$ cat config.mk
export PLATFORM = sky130hd
export DESIGN_NAME = ac_compressor_sequencer
export DESIGN_NICKNAME = d
export VERILOG_FILES = /design/src/rtl/ac_compressor_sequencer.sv
export SDC_FILE = /design/constraint.sdc
export NUM_CORES = 1
export LEC_CHECK = 0
export CAP_MARGIN = 0
export CORE_MARGIN = 8
export CORE_UTILIZATION = 50
export DETAILED_ROUTE_END_ITERATION = 12
export MAX_ROUTING_LAYER = met4
export PLACE_DENSITY = 0.75
export SLEW_MARGIN = 20
export SYNTH_ARGS = -nofsm -noshare
export SYNTH_HDL_FRONTEND = slang
export SYNTH_SLANG_ARGS = --single-unit
$ cat constraint.sdc
create_clock -name clk -period 3.8 [get_ports clk]
set_clock_uncertainty 0.2 [all_clocks]
set_input_delay 0.38 -clock clk [delete_from_list [all_inputs] [get_ports clk]]
set_output_delay 0.38 -clock clk [all_outputs]
set_load 0.02 [all_outputs]
$ cat src/rtl/ac_compressor_sequencer.sv
// ac_compressor_sequencer
//
// Sequences the climate unit's compressor, heater and fan from periodic
// temperature samples compared against a signed setpoint with hysteresis.
// The fan leads and trails every compressor/heater run. A minimum run time
// and a minimum off time prevent short-cycling.
//
// Ports:
//   clk           system clock
//   reset         asynchronous, active-low reset
//   enable        1 = automatic control permitted
//   setpoint      signed target temperature (TEMP_W bits)
//   sensor_req    sample request, held high until sensor_valid
//   sensor_valid  one-cycle strobe, sensor_temp valid
//   sensor_temp   signed sample (TEMP_W bits)
//   cool_on       compressor drive
//   heat_on       heater drive
//   fan_on        fan drive
//   state_o       current FSM state encoding
//   temp_latched  last accepted sample
//
// Optional build macro ACSEQ_STATUS_LED_EN adds the blueLED/greenLED/redLED
// status outputs. They follow the state one cycle later.
//
// state    | meaning
// ---------+-------------------------------------------------------------
// IDLE     | 0: all off, waiting for a cool or heat demand
// FAN_PRE  | 1: fan alone for FAN_LEAD cycles before compressor/heater
// COOL     | 2: compressor + fan, at least MIN_RUN cycles
// HEAT     | 3: heater + fan, at least MIN_RUN cycles
// FAN_POST | 4: fan alone for FAN_TAIL cycles after the run
// LOCKOUT  | 5: all off for MIN_OFF cycles, demand ignored
module ac_compressor_sequencer #(
    parameter int TEMP_W        = 8,
    parameter int SAMPLE_PERIOD = 1000,
    parameter int HYST          = 2,
    parameter int FAN_LEAD      = 50,
    parameter int FAN_TAIL      = 100,
    parameter int MIN_RUN       = 500,
    parameter int MIN_OFF       = 300
) (
    input  logic              clk,
    input  logic              reset,
    input  logic              enable,
    input  logic [TEMP_W-1:0] setpoint,
    output logic              sensor_req,
    input  logic              sensor_valid,
    input  logic [TEMP_W-1:0] sensor_temp,
    output logic              cool_on,
    output logic              heat_on,
    output logic              fan_on,
    output logic [2:0]        state_o,
    output logic [TEMP_W-1:0] temp_latched
`ifdef ACSEQ_STATUS_LED_EN
    ,
    output logic              blueLED,
    output logic              greenLED,
    output logic              redLED
`endif
);

    typedef enum logic [2:0] {
        S_IDLE     = 3'd0,
        S_FAN_PRE  = 3'd1,
        S_COOL     = 3'd2,
        S_HEAT     = 3'd3,
        S_FAN_POST = 3'd4,
        S_LOCKOUT  = 3'd5
    } state_t;

    localparam int TMR_W   = (SAMPLE_PERIOD > 1) ? $clog2(SAMPLE_PERIOD) : 1;
    localparam int MAX_A   = (FAN_LEAD > FAN_TAIL) ? FAN_LEAD : FAN_TAIL;
    localparam int MAX_B   = (MIN_RUN > MIN_OFF) ? MIN_RUN : MIN_OFF;
    localparam int CNT_MAX = (MAX_A > MAX_B) ? MAX_A : MAX_B;
    localparam int CNT_W   = (CNT_MAX > 1) ? $clog2(CNT_MAX) : 1;

    localparam logic [TMR_W-1:0] TMR_LD  = TMR_W'(SAMPLE_PERIOD - 1);
    localparam logic [CNT_W-1:0] LEAD_LD = CNT_W'(FAN_LEAD - 1);
    localparam logic [CNT_W-1:0] TAIL_LD = CNT_W'(FAN_TAIL - 1);
    localparam logic [CNT_W-1:0] RUN_LD  = CNT_W'(MIN_RUN - 1);
    localparam logic [CNT_W-1:0] OFF_LD  = CNT_W'(MIN_OFF - 1);
    localparam logic signed [TEMP_W:0] HYST_X = (TEMP_W + 1)'(HYST);

    state_t             state_q, state_d;
    logic [CNT_W-1:0]   cnt_q, cnt_d;
    logic [TMR_W-1:0]   tmr_q, tmr_d;
    logic               mode_cool_q, mode_cool_d;
    logic               sensor_req_q, sensor_req_d;
    logic               temp_valid_q, temp_valid_d;
    logic [TEMP_W-1:0]  temp_latched_q, temp_latched_d;
    logic               cool_on_q, cool_on_d;
    logic               heat_on_q, heat_on_d;
    logic               fan_on_q, fan_on_d;
`ifdef ACSEQ_STATUS_LED_EN
    logic               blue_led_q, blue_led_d;
    logic               green_led_q, green_led_d;
    logic               red_led_q, red_led_d;
`endif

    // One extra bit keeps setpoint +/- HYST from wrapping at the range ends.
    logic signed [TEMP_W:0] temp_x;
    logic signed [TEMP_W:0] sp_x;
    logic                   cool_dem;
    logic                   heat_dem;
    logic                   cool_sat;
    logic                   heat_sat;
    logic                   run_sat;

    always_comb begin
        temp_x   = {temp_latched_q[TEMP_W-1], temp_latched_q};
        sp_x     = {setpoint[TEMP_W-1], setpoint};
        cool_dem = temp_valid_q && (temp_x > (sp_x + HYST_X));
        heat_dem = temp_valid_q && (temp_x < (sp_x - HYST_X));
        cool_sat = (temp_x <= sp_x);
        heat_sat = (temp_x >= sp_x);
        run_sat  = (state_q == S_COOL) ? cool_sat : heat_sat;
    end

    always_comb begin
        state_d        = state_q;
        cnt_d          = cnt_q;
        tmr_d          = tmr_q;
        mode_cool_d    = mode_cool_q;
        sensor_req_d   = sensor_req_q;
        temp_valid_d   = temp_valid_q;
        temp_latched_d = temp_latched_q;

        // Sampler: the period timer only runs while no request is pending.
        if (sensor_req_q) begin
            if (sensor_valid) begin
                temp_latched_d = sensor_temp;
                temp_valid_d   = 1'b1;
                sensor_req_d   = 1'b0;
                tmr_d          = TMR_LD;
            end
        end else if (tmr_q == '0) begin
            sensor_req_d = 1'b1;
        end else begin
            tmr_d = tmr_q - TMR_W'(1);
        end

        // Each timed state loads cnt with (length - 1) on entry and leaves
        // on terminal count, so it occupies exactly 'length' cycles.
        case (state_q)
            S_IDLE: begin
                if (enable && cool_dem) begin
                    state_d     = S_FAN_PRE;
                    mode_cool_d = 1'b1;
                    cnt_d       = LEAD_LD;
                end else if (enable && heat_dem) begin
                    state_d     = S_FAN_PRE;
                    mode_cool_d = 1'b0;
                    cnt_d       = LEAD_LD;
                end
            end
            S_FAN_PRE: begin
                if (!enable) begin
                    state_d = S_FAN_POST;
                    cnt_d   = TAIL_LD;
                end else if (cnt_q == '0) begin
                    state_d = mode_cool_q ? S_COOL : S_HEAT;
                    cnt_d   = RUN_LD;
                end else begin
                    cnt_d = cnt_q - CNT_W'(1);
                end
            end
            S_COOL, S_HEAT: begin
                // cnt sticks at zero once MIN_RUN has elapsed; from then on
                // the run ends as soon as it is satisfied or disabled.
                if (cnt_q != '0) begin
                    cnt_d = cnt_q - CNT_W'(1);
                end else if (run_sat || !enable) begin
                    state_d = S_FAN_POST;
                    cnt_d   = TAIL_LD;
                end
            end
            S_FAN_POST: begin
                if (cnt_q == '0) begin
                    state_d = S_LOCKOUT;
                    cnt_d   = OFF_LD;
                end else begin
                    cnt_d = cnt_q - CNT_W'(1);
                end
            end
            S_LOCKOUT: begin
                if (cnt_q == '0) begin
                    state_d = S_IDLE;
                end else begin
                    cnt_d = cnt_q - CNT_W'(1);
                end
            end
            default: begin
                state_d = S_IDLE;
                cnt_d   = '0;
            end
        endcase

        // Outputs are decoded from the next state and registered, so they
        // always match the registered state exactly and never glitch.
        cool_on_d = (state_d == S_COOL);
        heat_on_d = (state_d == S_HEAT);
        fan_on_d  = (state_d == S_FAN_PRE) || (state_d == S_COOL) ||
                    (state_d == S_HEAT) || (state_d == S_FAN_POST);

`ifdef ACSEQ_STATUS_LED_EN
        blue_led_d  = (state_q == S_COOL);
        red_led_d   = (state_q == S_HEAT);
        green_led_d = (state_q == S_IDLE) && temp_valid_q;
`endif
    end

    always_ff @(posedge clk or negedge reset) begin
        if (!reset) begin
            state_q        <= S_IDLE;
            cnt_q          <= '0;
            tmr_q          <= TMR_LD;
            mode_cool_q    <= 1'b0;
            sensor_req_q   <= 1'b0;
            temp_valid_q   <= 1'b0;
            temp_latched_q <= '0;
            cool_on_q      <= 1'b0;
            heat_on_q      <= 1'b0;
            fan_on_q       <= 1'b0;
`ifdef ACSEQ_STATUS_LED_EN
            blue_led_q     <= 1'b0;
            green_led_q    <= 1'b0;
            red_led_q      <= 1'b0;
`endif
        end else begin
            state_q        <= state_d;
            cnt_q          <= cnt_d;
            tmr_q          <= tmr_d;
            mode_cool_q    <= mode_cool_d;
            sensor_req_q   <= sensor_req_d;
            temp_valid_q   <= temp_valid_d;
            temp_latched_q <= temp_latched_d;
            cool_on_q      <= cool_on_d;
            heat_on_q      <= heat_on_d;
            fan_on_q       <= fan_on_d;
`ifdef ACSEQ_STATUS_LED_EN
            blue_led_q     <= blue_led_d;
            green_led_q    <= green_led_d;
            red_led_q      <= red_led_d;
`endif
        end
    end

    assign sensor_req   = sensor_req_q;
    assign cool_on      = cool_on_q;
    assign heat_on      = heat_on_q;
    assign fan_on       = fan_on_q;
    assign state_o      = state_q;
    assign temp_latched = temp_latched_q;
`ifdef ACSEQ_STATUS_LED_EN
    assign blueLED      = blue_led_q;
    assign greenLED     = green_led_q;
    assign redLED       = red_led_q;
`endif

endmodule

Word level (Yosys, flattened, before mapping):

Index checks and enable logic that the tools add are counted.
Widths: inputs -> output; s select.

* bits of input ports: 20
* latch bits: 0
* memories: 0
* memory bits (read-only): 0
* memory bits (writable): 0
* register bits: 36
* output and inout bits: 15
* word-level logic and storage cells: 79

* mux-type cells: 28
* $mul: 0
* reductions and logical operators: 19
* divide/modulo/power cells: 0
* order comparisons: 4
* add/subtract/negate cells: 4
* shift operators: 0
* bitwise operators: 0
* equal/unequal tests: 14

Operators by type and width (count)
* $mux 9: 8
* $pmux 9 s5: 1
* $mux 10: 3
* $mux 3: 8
* $pmux 3 s5: 1
* $eq 3x2->1 const B: 4
* $logic_not 10->1: 1
* $sub 10x1->10 const B: 1
* $add 8x3->9 const B: 1
* $eq 3x3->1 const B: 3
* $gt 8x9->1: 1
* $logic_not 9->1: 1
* $lt 8x9->1: 1
* $reduce_bool 9->1: 1
* $sub 8x3->9 const B: 1
* $sub 9x1->9 const B: 1
* $ge 8x8->1: 1
* $le 8x8->1: 1
* $mux 1: 7
* $eq 3x1->1 const B: 2
* $ne 2x2->1 const B: 3
* $ne 3x3->1 const B: 2
* $reduce_and 2->1: 3
* $logic_and 1x1->1: 4
* other kinds (6): 9

Logic depth before layout (Yosys ltp):

* depth in word-level cells: 11
* depth in mapped cells: 13
* mapped depth without buffers: 13

Worst setup path before layout:

No wires, ideal clock.

* path type: input to register
* start point: in setpoint[3]
* end point: reg cnt_q[4]
* data required time: 3.475 ns
* stages on the path: 12
* setup time: 0.125 ns
* buffers on the path: 1
* data arrival time: 2.872 ns
* slack: 0.603 ns
* path through: clkbuf_1 -> nor3_1 -> nand2_1 -> nor3_1 -> nor2_1 -> ha_1 -> a2111oi_0 -> a21oi_1 -> o22ai_1 -> a22oi_4 -> a21boi_4 -> mux2_4

* longest elaborated chain between the ends: 6
* elaborated cells on any way between the ends: 17
* classes of those cells: add/sub (2); order compare (4); eq/ne (2); mux (3); reduce/logical (6)

RTL lines
* start: declaration: line 45 `input logic [TEMP_W-1:0] setpoint,`
* $add 8x3->9 / $sub 8x3->9 (equally long branches): line 112, 113
* $gt 8x9->1 / $lt 8x9->1 (equally long branches): line 112, 113
* $logic_and 1x1->1, on equally long branches: line 112, 113
* $logic_and 1x1->1, on equally long branches: line 146, 150
* $mux 9 / $ne 3x3->1 (equally long branches)
* $pmux 9 s5 / $reduce_and 3->1 (equally long branches)
* end signal: assignment: line 231 `cnt_q <= cnt_d;`
* end: declaration: line 85 `logic [CNT_W-1:0] cnt_q, cnt_d;`

Parallel ways exist; a longest one is shown, timed or not.
A chain may end at the register's enable or synchronous reset.

Worst setup path after layout:

* start point: in setpoint[2]
* end point: reg cnt_q[4]

Same word-level chain as after synthesis.

==> qor.yml <==
cp_slowest_stage_delay_ps: 480
synthXorXnorAreaFrac: 0.0643
remaining_drc_errors: 0
flops_latches_synth: 36
worstMarginPinSlew_ps: 789
crit_path_cell_trace: "clkdlybuf4s50_1 -> nor3_1 -> buf_4 -> xnor2_1 -> ha_1 -> a2111oi_0 -> a21oi_1 -> o22ai_1 -> a22oi_4 -> a21boi_4 -> mux2_4"
power_per_cell_area_nw_per_um2: 638
die_area_sq_um: 8390
max_slew_margin: 0.474
gpl.final_weighted_congestion: 0.975
combinational_family_with_the_most_area_after_synthesis: "compound AO/OA/AOI/OAI gates"
postSynthNetCount: 371
max_fanout_on_critical_path: 7
fraction_of_final_layout_cells_sized_beyond_drive_strength_1: 0.112
yosysSeqAreaShare: 0.319
detailedRoute.firstIterationViolations: 189
dr.pass1.iters: 4
io-pin-count: 35
post-cts-setup-buffer-count: 0
num_vias: 2583
rows: 27
clock_sink_count: 36
synth_edf_count: 0
startpoint_type: "input pin"
critical_setup_path_kind: "in2reg"
port-buffer-count: 34
worst-endpoint-arrival_ps: 3440
critical_path.top_delay_family: "compound AO/OA/AOI/OAI gates"
total_leakage_power_nw: 1.46
final_critical_path_share_of_the_clock_period: 0.913
core-area_sq_um: 5510
clock_path_buffers: 2
antenna_violations_before_repair: 0
gate_count_of_the_mapped_netlist: 324
drtAntennaViolNets: 0
number_of_warnings_issued_by_yosys: 0
detailed_place_hpwl_um: 5380
cts_tree: "yes"
clock.fmax_mhz: 288
setup-violations-final: 0
endpoint_kind: "flip-flop"
net_count_final: 413
vias_in_the_first_global_route: 2562
yosys.cell_types.count: 53
syn_to_final_growth_pct: 20.2
synth_area_sq_um: 2860
worst_ir_drop_vdd_v: 0.000472
die-width_um: 91.6
setup_tns_ps: 0
synth_simple_gate_area_share: 0.192
hold_ws_ps: 292
die_y_um: 91.6
cts_max_level: 2
path_buf_inv: 2
maxCapViolCount: 0
synth_compound_gate_area_share: 0.204
required_ps: 3770
grt-ovfl-total: 0
yosys.area_share.adder: 0.118
slew_viol_final: 0
worst_skew_pair.late_latency_ps: 290
grt_start_max_net_pins: 37
kind_of_path_behind_the_tightest_hold_check: "reg2reg"
crit_slowest_cell: "sky130_fd_sc_hd__clkdlybuf4s50_1"
synth-main-ff-cell: "sky130_fd_sc_hd__dfrtp_1"
drt-vias-per-instance: 5.88
clock_tree.root_cell: "sky130_fd_sc_hd__clkbuf_8"
final_period_minus_worst_setup_slack_ps: 3470
synthMuxAreaShare: 0.0648
n_antenna_cell: 0
initial_utilization: 0.519
postLayoutCoreUtil: 0.624
unrepaired_setup_endpoints_after_global_routing: "false"
run_status: "completed"
syn-mean-instance-area_sq_um: 8.82
grt_util_all_layers: 0.177
clk_transition_reported_paths_ps: 70
post_drt_wl_per_cell_um: 16.2
number_of_buffers_added_by_the_clock_tree_synthesis_step: 5
final-hold-violation-count: 0
synth-async-reset-ratio: 1.00
routed_wirelength_um: 7130
wire_length_of_the_first_global_routing_pass_um: 12100
## placed cells by master (no fill, tap or decap), types with 8 or more instances in the layout
master | Yosys | layout
sky130_fd_sc_hd__clkdlybuf4s50_1 | 0 | 33
sky130_fd_sc_hd__buf_4 | 0 | 8
sky130_fd_sc_hd__xnor2_1 | 17 | 17
sky130_fd_sc_hd__mux2_2 | 8 | 8
sky130_fd_sc_hd__inv_1 | 20 | 20
sky130_fd_sc_hd__dfrtp_1 | 28 | 28
sky130_fd_sc_hd__nor2_1 | 25 | 25
sky130_fd_sc_hd__nand2_1 | 34 | 34
sky130_fd_sc_hd__nand3_1 | 9 | 9
sky130_fd_sc_hd__nor3_1 | 11 | 11
sky130_fd_sc_hd__ha_1 | 27 | 27
sky130_fd_sc_hd__dfstp_2 | 8 | 8
sky130_fd_sc_hd__a21oi_1 | 20 | 20
sky130_fd_sc_hd__o21ai_0 | 19 | 19
## routing by layer
metal | routed length [um] | GRT usage | vias to the layer above
li1 | - | - | 1269
met4 | 116 | 0.0587 | 0
met1 | 3270 | 0.227 | 1219
met3 | 392 | 0.0261 | 13
met2 | 3350 | 0.279 | 82
met5 | 0 | - | -
## final timing paths
path | startpoint | to | slack, ps | cells after the start
worst max-delay path | setpoint[2] | cnt_q[4] | 330 | 11
max in group asynchronous | reset | state_o[1] | 2390 | 2
worst min-delay path | tmr_q[4] | tmr_q[4] | 290 | 1
worst min register to register | tmr_q[4] | tmr_q[4] | 290 | 1
worst max register to register | cnt_q[0] | cnt_q[4] | 640 | 8
min in group asynchronous | reset | cnt_q[3] | 510 | 2
## cell type report
| cell class | instances | area (sq um) |
|---|---|---|
| Fill cell | 468 | 2070 |
| Multi-Input combinational cell | 259 | 1840 |
| Sequential cell | 36 | 911 |
| Timing Repair Buffer | 43 | 405 |
| Tap cell | 72 | 90.1 |
| Inverter | 21 | 78.8 |
| Clock buffer | 5 | 68.8 |
| Clock inverter | 3 | 42.5 |
## cell usage after synthesis (2+ instances only)
cell / count / area (sq um)
sky130_fd_sc_hd__mux2i_1: 5 / 50.1
sky130_fd_sc_hd__nor2b_1: 5 / 31.3
sky130_fd_sc_hd__nand3_1: 9 / 45.0
sky130_fd_sc_hd__a2111oi_0: 3 / 26.3
sky130_fd_sc_hd__nor3b_1: 2 / 15.0
sky130_fd_sc_hd__a21boi_0: 2 / 15.0
sky130_fd_sc_hd__ha_1: 27 / 338
sky130_fd_sc_hd__mux2_2: 8 / 90.1
sky130_fd_sc_hd__a21oi_1: 20 / 100
sky130_fd_sc_hd__a211oi_1: 2 / 15.0
sky130_fd_sc_hd__o211ai_1: 3 / 22.5
sky130_fd_sc_hd__a31oi_1: 3 / 18.8
sky130_fd_sc_hd__nor4_1: 4 / 25.0
sky130_fd_sc_hd__dfstp_2: 8 / 210
sky130_fd_sc_hd__clkbuf_1: 8 / 30.0
sky130_fd_sc_hd__dfrtp_1: 28 / 701
sky130_fd_sc_hd__o221ai_1: 2 / 17.5
sky130_fd_sc_hd__mux2_4: 3 / 45.0
sky130_fd_sc_hd__and2_1: 2 / 12.5
sky130_fd_sc_hd__or3_1: 5 / 31.3
sky130_fd_sc_hd__o31ai_1: 5 / 37.5
sky130_fd_sc_hd__nor2_1: 25 / 93.8
sky130_fd_sc_hd__xor2_1: 4 / 35.0
sky130_fd_sc_hd__nand4_1: 3 / 18.8
sky130_fd_sc_hd__nand2b_1: 5 / 31.3
sky130_fd_sc_hd__xnor2_1: 17 / 149
sky130_fd_sc_hd__a21o_1: 3 / 22.5
sky130_fd_sc_hd__nor3_1: 11 / 55.1
sky130_fd_sc_hd__o21a_1: 3 / 22.5
sky130_fd_sc_hd__o21ai_0: 19 / 95.1
sky130_fd_sc_hd__inv_1: 20 / 75.1
sky130_fd_sc_hd__nand2_1: 34 / 128
sky130_fd_sc_hd__o22ai_1: 4 / 25.0
sky130_fd_sc_hd__o41ai_1: 2 / 17.5
sky130_fd_sc_hd__a311o_1: 2 / 20.0
## logic make-up (layout without fill, tap and decap cells)
| kind of cell | count (synthesis) | in the layout |
|---|---|---|
| AO/OA/AOI/OAI | 84 | 84 |
| XOR/XNOR | 21 | 21 |
| adder cells (fa/ha/maj) | 27 | 27 |
| buffers and inverters | 29 | 72 |
| flip-flops | 36 | 36 |
| multiplexers | 16 | 16 |
| AND/OR/NAND/NOR | 111 | 111 |
## what timing repair did
action	CTS	global route
hold buffers	1	0
gates resized for setup	0	0
endpoints found under the hold margin	20	0
## power by group
group	leakage (nW)	switching, mW	total [mW]	internal (mW)
registers	0.424	0.173	0.707	0.534
clock network	0.0541	0.138	0.332	0.194
logic	0.982	0.622	1.15	0.530
total	1.46	0.933	2.19	1.26
## through the flow
stage          instances  area (sq um)  setup slack [ps]  power [mW]
2_1_floorplan        324          2860               603        1.51
3_3_place_gp         430          3310              98.9        1.82
3_5_place_dp         430          3310              76.9        1.85
4_1_cts              439          3440               359        2.19
5_1_grt              439          3440               120        2.37
6_report             439          3440               331        2.19
## worst register-to-register path, cell delays in order (launching register included)
cell	delay (ps)
sky130_fd_sc_hd__dfrtp_1	410
sky130_fd_sc_hd__inv_1	80
sky130_fd_sc_hd__ha_1	190
sky130_fd_sc_hd__nor4b_1	560
sky130_fd_sc_hd__nand2_1	390
sky130_fd_sc_hd__a2111oi_0	480
sky130_fd_sc_hd__a311oi_1	170
sky130_fd_sc_hd__a21boi_4	240
sky130_fd_sc_hd__mux2_4	330
## registers in the layout, summed over array words and instances (netlist names), 3 cells and up
signal,flops
cnt_q,9
temp_latched,8
tmr_q,10
state_o,3
Note: power is estimated with default switching activity, not from simulation.
